--- config.mk ---
export PLATFORM = sky130hd
export DESIGN_NAME = pipe_skid_reg_16
export DESIGN_NICKNAME = d
export VERILOG_FILES = /design/src/rtl/pipe_skid_reg_16.sv
export SDC_FILE = /design/constraint.sdc
export NUM_CORES = 1
export LEC_CHECK = 0
export CAP_MARGIN = 20
export CORE_ASPECT_RATIO = 1.25
export CORE_MARGIN = 2
export CORE_UTILIZATION = 45
export CTS_CLUSTER_SIZE = 30
export DETAILED_ROUTE_END_ITERATION = 12
export PLACE_DENSITY_LB_ADDON = 0.12
export SLEW_MARGIN = 0
export SYNTH_ARGS = -nofsm -noshare
export SYNTH_HDL_FRONTEND = slang
export SYNTH_SLANG_ARGS = --single-unit
--- constraint.sdc ---
create_clock -name clk -period 4 [get_ports clk]
set_input_delay 0.4 -clock clk [delete_from_list [all_inputs] [get_ports clk]]
set_output_delay 0.4 -clock clk [all_outputs]
set_load 0.005 [all_outputs]
--- src/rtl/pipe_skid_reg_16.sv ---
// Pipeline stage register with valid/ready handshake on both sides and a one-entry skid slot.
// in_ready, out_valid and count decode from registered occupancy, so out_ready never reaches in_ready.
module pipe_skid_reg_16 #(
  parameter int WIDTH = 16
) (
  input  logic             clk,
  input  logic             rst,
  input  logic             flush,
  input  logic             in_valid,
  output logic             in_ready,
  input  logic [WIDTH-1:0] in_data,
  output logic             out_valid,
  input  logic             out_ready,
  output logic [WIDTH-1:0] out_data,
  output logic [1:0]       count
);

  typedef enum logic [1:0] {
    ST_EMPTY = 2'd0,
    ST_ONE   = 2'd1,
    ST_FULL  = 2'd2
  } state_e;

  state_e           state_q, state_d;
  logic [WIDTH-1:0] main_q, main_d;
  logic [WIDTH-1:0] skid_q, skid_d;
  logic             accept_s;
  logic             consume_s;

  assign out_valid = (state_q != ST_EMPTY);
  assign in_ready  = (state_q != ST_FULL);
  assign out_data  = main_q;
  assign accept_s  = in_valid & in_ready;
  assign consume_s = out_valid & out_ready;

  // Occupancy decode for the count output.
  always_comb begin
    count = 2'd0;
    case (state_q)
      ST_EMPTY: count = 2'd0;
      ST_ONE:   count = 2'd1;
      ST_FULL:  count = 2'd2;
      default:  count = 2'd0;
    endcase
  end

  // Next-state and datapath: flush squashes both slots; the skid item only moves into main on consume.
  always_comb begin
    state_d = state_q;
    main_d  = main_q;
    skid_d  = skid_q;
    if (flush) begin
      state_d = ST_EMPTY;
      main_d  = {WIDTH{1'b0}};
      skid_d  = {WIDTH{1'b0}};
    end else begin
      case (state_q)
        ST_EMPTY: begin
          if (accept_s) begin
            state_d = ST_ONE;
            main_d  = in_data;
          end else begin
            state_d = ST_EMPTY;
          end
        end
        ST_ONE: begin
          if (accept_s && consume_s) begin
            main_d = in_data;
          end else if (accept_s) begin
            state_d = ST_FULL;
            skid_d  = in_data;
          end else if (consume_s) begin
            state_d = ST_EMPTY;
          end else begin
            state_d = ST_ONE;
          end
        end
        ST_FULL: begin
          if (consume_s) begin
            state_d = ST_ONE;
            main_d  = skid_q;
          end else begin
            state_d = ST_FULL;
          end
        end
        default: begin
          state_d = ST_EMPTY;
          main_d  = {WIDTH{1'b0}};
          skid_d  = {WIDTH{1'b0}};
        end
      endcase
    end
  end

  // State and storage flops with synchronous reset.
  always_ff @(posedge clk) begin
    if (rst) begin
      state_q <= ST_EMPTY;
      main_q  <= {WIDTH{1'b0}};
      skid_q  <= {WIDTH{1'b0}};
    end else begin
      state_q <= state_d;
      main_q  <= main_d;
      skid_q  <= skid_d;
    end
  end

endmodule

==> summary.txt <==
Timing
  – Max-slew headroom: 40.3%
  – Hold slack: 0.495 ns
  – Hold Vio Cnt, Final: 0
  – Tmin final: 2.15 ns
  – Slew Limit Fails: 0
  – Final worst-path cycle share: 53.9%
  – Worst slew pin tran: 0.889 ns
  – Setup Viol. Count Final: 0
  – RSZ-0062 raised after global routing: false
  – Setup_tns: 0 ns
  – Worst Skew: 0.0110 ns
  – Max frequency: 0.464 GHz

Clocking
  – Hold-fix buffers, CTS: 0
  – CTS Sinks: 34
  – H-tree levels: 2
  – Clock slew at reported path FFs: 0.10 ns
  – CTS tree: yes
  – Clock Tree Buf Depth: 2
  – Post-CTS Resized: 0
  – Setup repair bufs after CTS: 0
  – Cts bufs inserted: 5
  – Root buf cell: clkbuf_4
  – Worst-Skew Late Latency: 0.32 ns

Worst setup path
  – Crit start category: input pin
  – Flop-to-flop setup slack: 2.00 ns
  – Crit-path cells: clkdlybuf4s50_1 -> a211oi_4 -> o21a_1 -> a22o_1
  – CP max-delay cell: a211oi_4
  – CP endpoint kind: flop
  – Critical path arrival: 2.41 ns
  – Worst r2r path cells: 3
  – R2r endpoint: skid_q[3]
  – CP peak stage delay: 0.65 ns
  – Req. time, crit path: 4.26 ns
  – Crit Path Class: input pin to flop
  – Crit-path max FO: 17
  – Reg2reg start: state_q[0]

Routing
  – ANT nets after route: 0
  – Initial drt markers: 22
  – Routed length per instance: 15.3 µm
  – Vias: 1043
  – DRT Pass-1 Iters: 4
  – Vias per inst: 5.64
  – # DRC: 0
  – Total Wirelength: 2.83 mm

Hold path
  – Hold Path Stages: 1
  – Worst min path class: flop to flop
  – Hold Path Sink: skid_q[14]
  – Worst Hold Launch: skid_q[14]

Synth
  – Post-Syn Area per Cell: 12.0 µm²
  – Synth cell types: 21
  – Cells after synthesis: 111
  – Sequential area share after synthesis: 51.2%
  – YS warnings: 0
  – Area of the mapped netlist: 0.00133 mm²
  – Flip-flop and latch count after synthesis: 34
  – Synth Net Count: 132

Floorplanning
  – DIE WIDTH: 52.6 µm
  – Die Footprint: 0.00341 mm²
  – Rows: 22
  – Die span in y: 64.8 µm
  – Core Area: 0.00289 mm²
  – I/O pin total: 41
  – Initial Util: 46.0%

GRT
  – Pin count of the biggest net entering global routing: 18
  – GRT Total Usage: 18.4%
  – First-pass GRT wire length: 4.73 mm
  – GR Overflow Total: 0
  – Vias in the first global route: 1045
  – Initial antenna violation count: 0

Power and ir drop
  – Power density over cell area: 382 mW/mm²
  – Leak Pwr: 0.000676 µW
  – Maximum vdd drop: 0.345 mV

Placed design
  – Final Wtd Congestion: 0.718
  – DP Cell Count: 178
  – Port buffer count: 40
  – Hpwl dp: 1.87 mm

Cells and area
  – Fin nets: 170
  – P&R area growth vs syn: 34.7%
  – Core Util, Final: 62.0%
  – Antenna cells: 0
  – Layout cells sized above 1: 17.4%
  – Cell Count, Final, Fillers Out: 185

Job
  – Max Cap Viol: 0

Status
  – Status: finished clean
==> placed cells by master, fill, tap and decap left out <==
cell	instances
dfxtp_1	34
bufinv_16	1
o21a_1	18
a31o_2	1
a22o_1	16
o21ai_0	1
a2111oi_0	1
o221a_2	16
a211oi_4	1
clkbuf_4	5
nand3b_1	1
nand3_1	1
nor2_1	3
inv_1	3
nand2b_1	1
o211a_1	1
nor4_4	1
nor2b_1	1
clkdlybuf4s50_1	40
nand2_1	2
clkbuf_8	1
==> worst max-delay path, delay by kind of cell <==
family          cells  cell delay, ns
compound gates      3            1.50
buf+inv             1            0.51
==> routing by layer <==
metal  wire length (µm)  vias to the layer above  part of all wire, %  GRT usage [%]
met5                  0                        -                    0              0
met4                 34                        0                  1.2           6.73
met3                146                        4                  5.2           4.38
met2               1400                       32                   49           29.8
met1               1250                      492                   44           23.3
li1                   -                      515                    -              -
==> flip-flops by register name, indices dropped and copies added (netlist names) <==
signal    flops
skid_q       16
state_q       2
out_data     16
==> worst max path at each step <==
stage	slack, ns	endpoint	start
2_1_floorplan	2.65	out_data[0]	state_q[0]
3_3_place_gp	1.58	skid_q[1]	flush
3_5_place_dp	1.49	skid_q[12]	flush
4_1_cts	1.83	skid_q[3]	flush
5_1_grt	1.72	skid_q[6]	flush
6_report	1.85	skid_q[3]	flush
==> kinds of logic after synthesis <==
family	count (synthesis)	share of synthesized area, %
AOI/OAI and AO/OA	55	38.2
buffers and inverters	12	5.74
and+or+nand+nor	10	4.89
DFF	34	51.2
==> through the flow <==
| step | setup WS [ns] | power, µW | area [µm²] |
|---|---|---|---|
| 6_report | 1.85 | 685 | 1790 |
| 5_1_grt | 1.72 | 712 | 1790 |
| 4_1_cts | 1.83 | 693 | 1790 |
| 3_5_place_dp | 1.49 | 438 | 1710 |
| 3_3_place_gp | 1.58 | 437 | 1710 |
| 2_1_floorplan | 2.65 | 394 | 1330 |
==> cell usage after synthesis <==
library cell / n / area, µm²
nor2b_1: 1 / 6.26
o211a_1: 1 / 10.0
nor4_4: 1 / 21.3
buf_4: 1 / 7.51
nand2_1: 2 / 7.51
o221a_2: 16 / 180
a22o_1: 16 / 140
o21a_1: 18 / 135
clkbuf_1: 1 / 3.75
nor2_1: 3 / 11.3
a31o_2: 1 / 8.76
a2111oi_0: 1 / 8.76
buf_6: 3 / 33.8
nand2b_1: 1 / 6.26
inv_1: 3 / 11.3
buf_2: 4 / 20.0
a211oi_4: 1 / 20.0
nand3_1: 1 / 5.00
dfxtp_1: 34 / 681
o21ai_0: 1 / 5.00
nand3b_1: 1 / 7.51
==> cell type report <==
class / count / area, µm²
Clock buffer: 6 / 51.3
Clock inverter: 1 / 30.0
Fill cell: 262 / 1100
Inverter: 3 / 11.3
Multi-Input combinational cell: 65 / 573
Sequential cell: 34 / 681
Tap cell: 36 / 45.0
Timing Repair Buffer: 40 / 400
==> report_power, final <==
group / total [µW] / internal (µW) / switching, µW
combinational: 77.0 / 46.8 / 30.2
sequential: 353 / 347 / 5.72
clock: 255 / 146 / 109
total: 685 / 540 / 145
(Power assumes the default switching activity.)
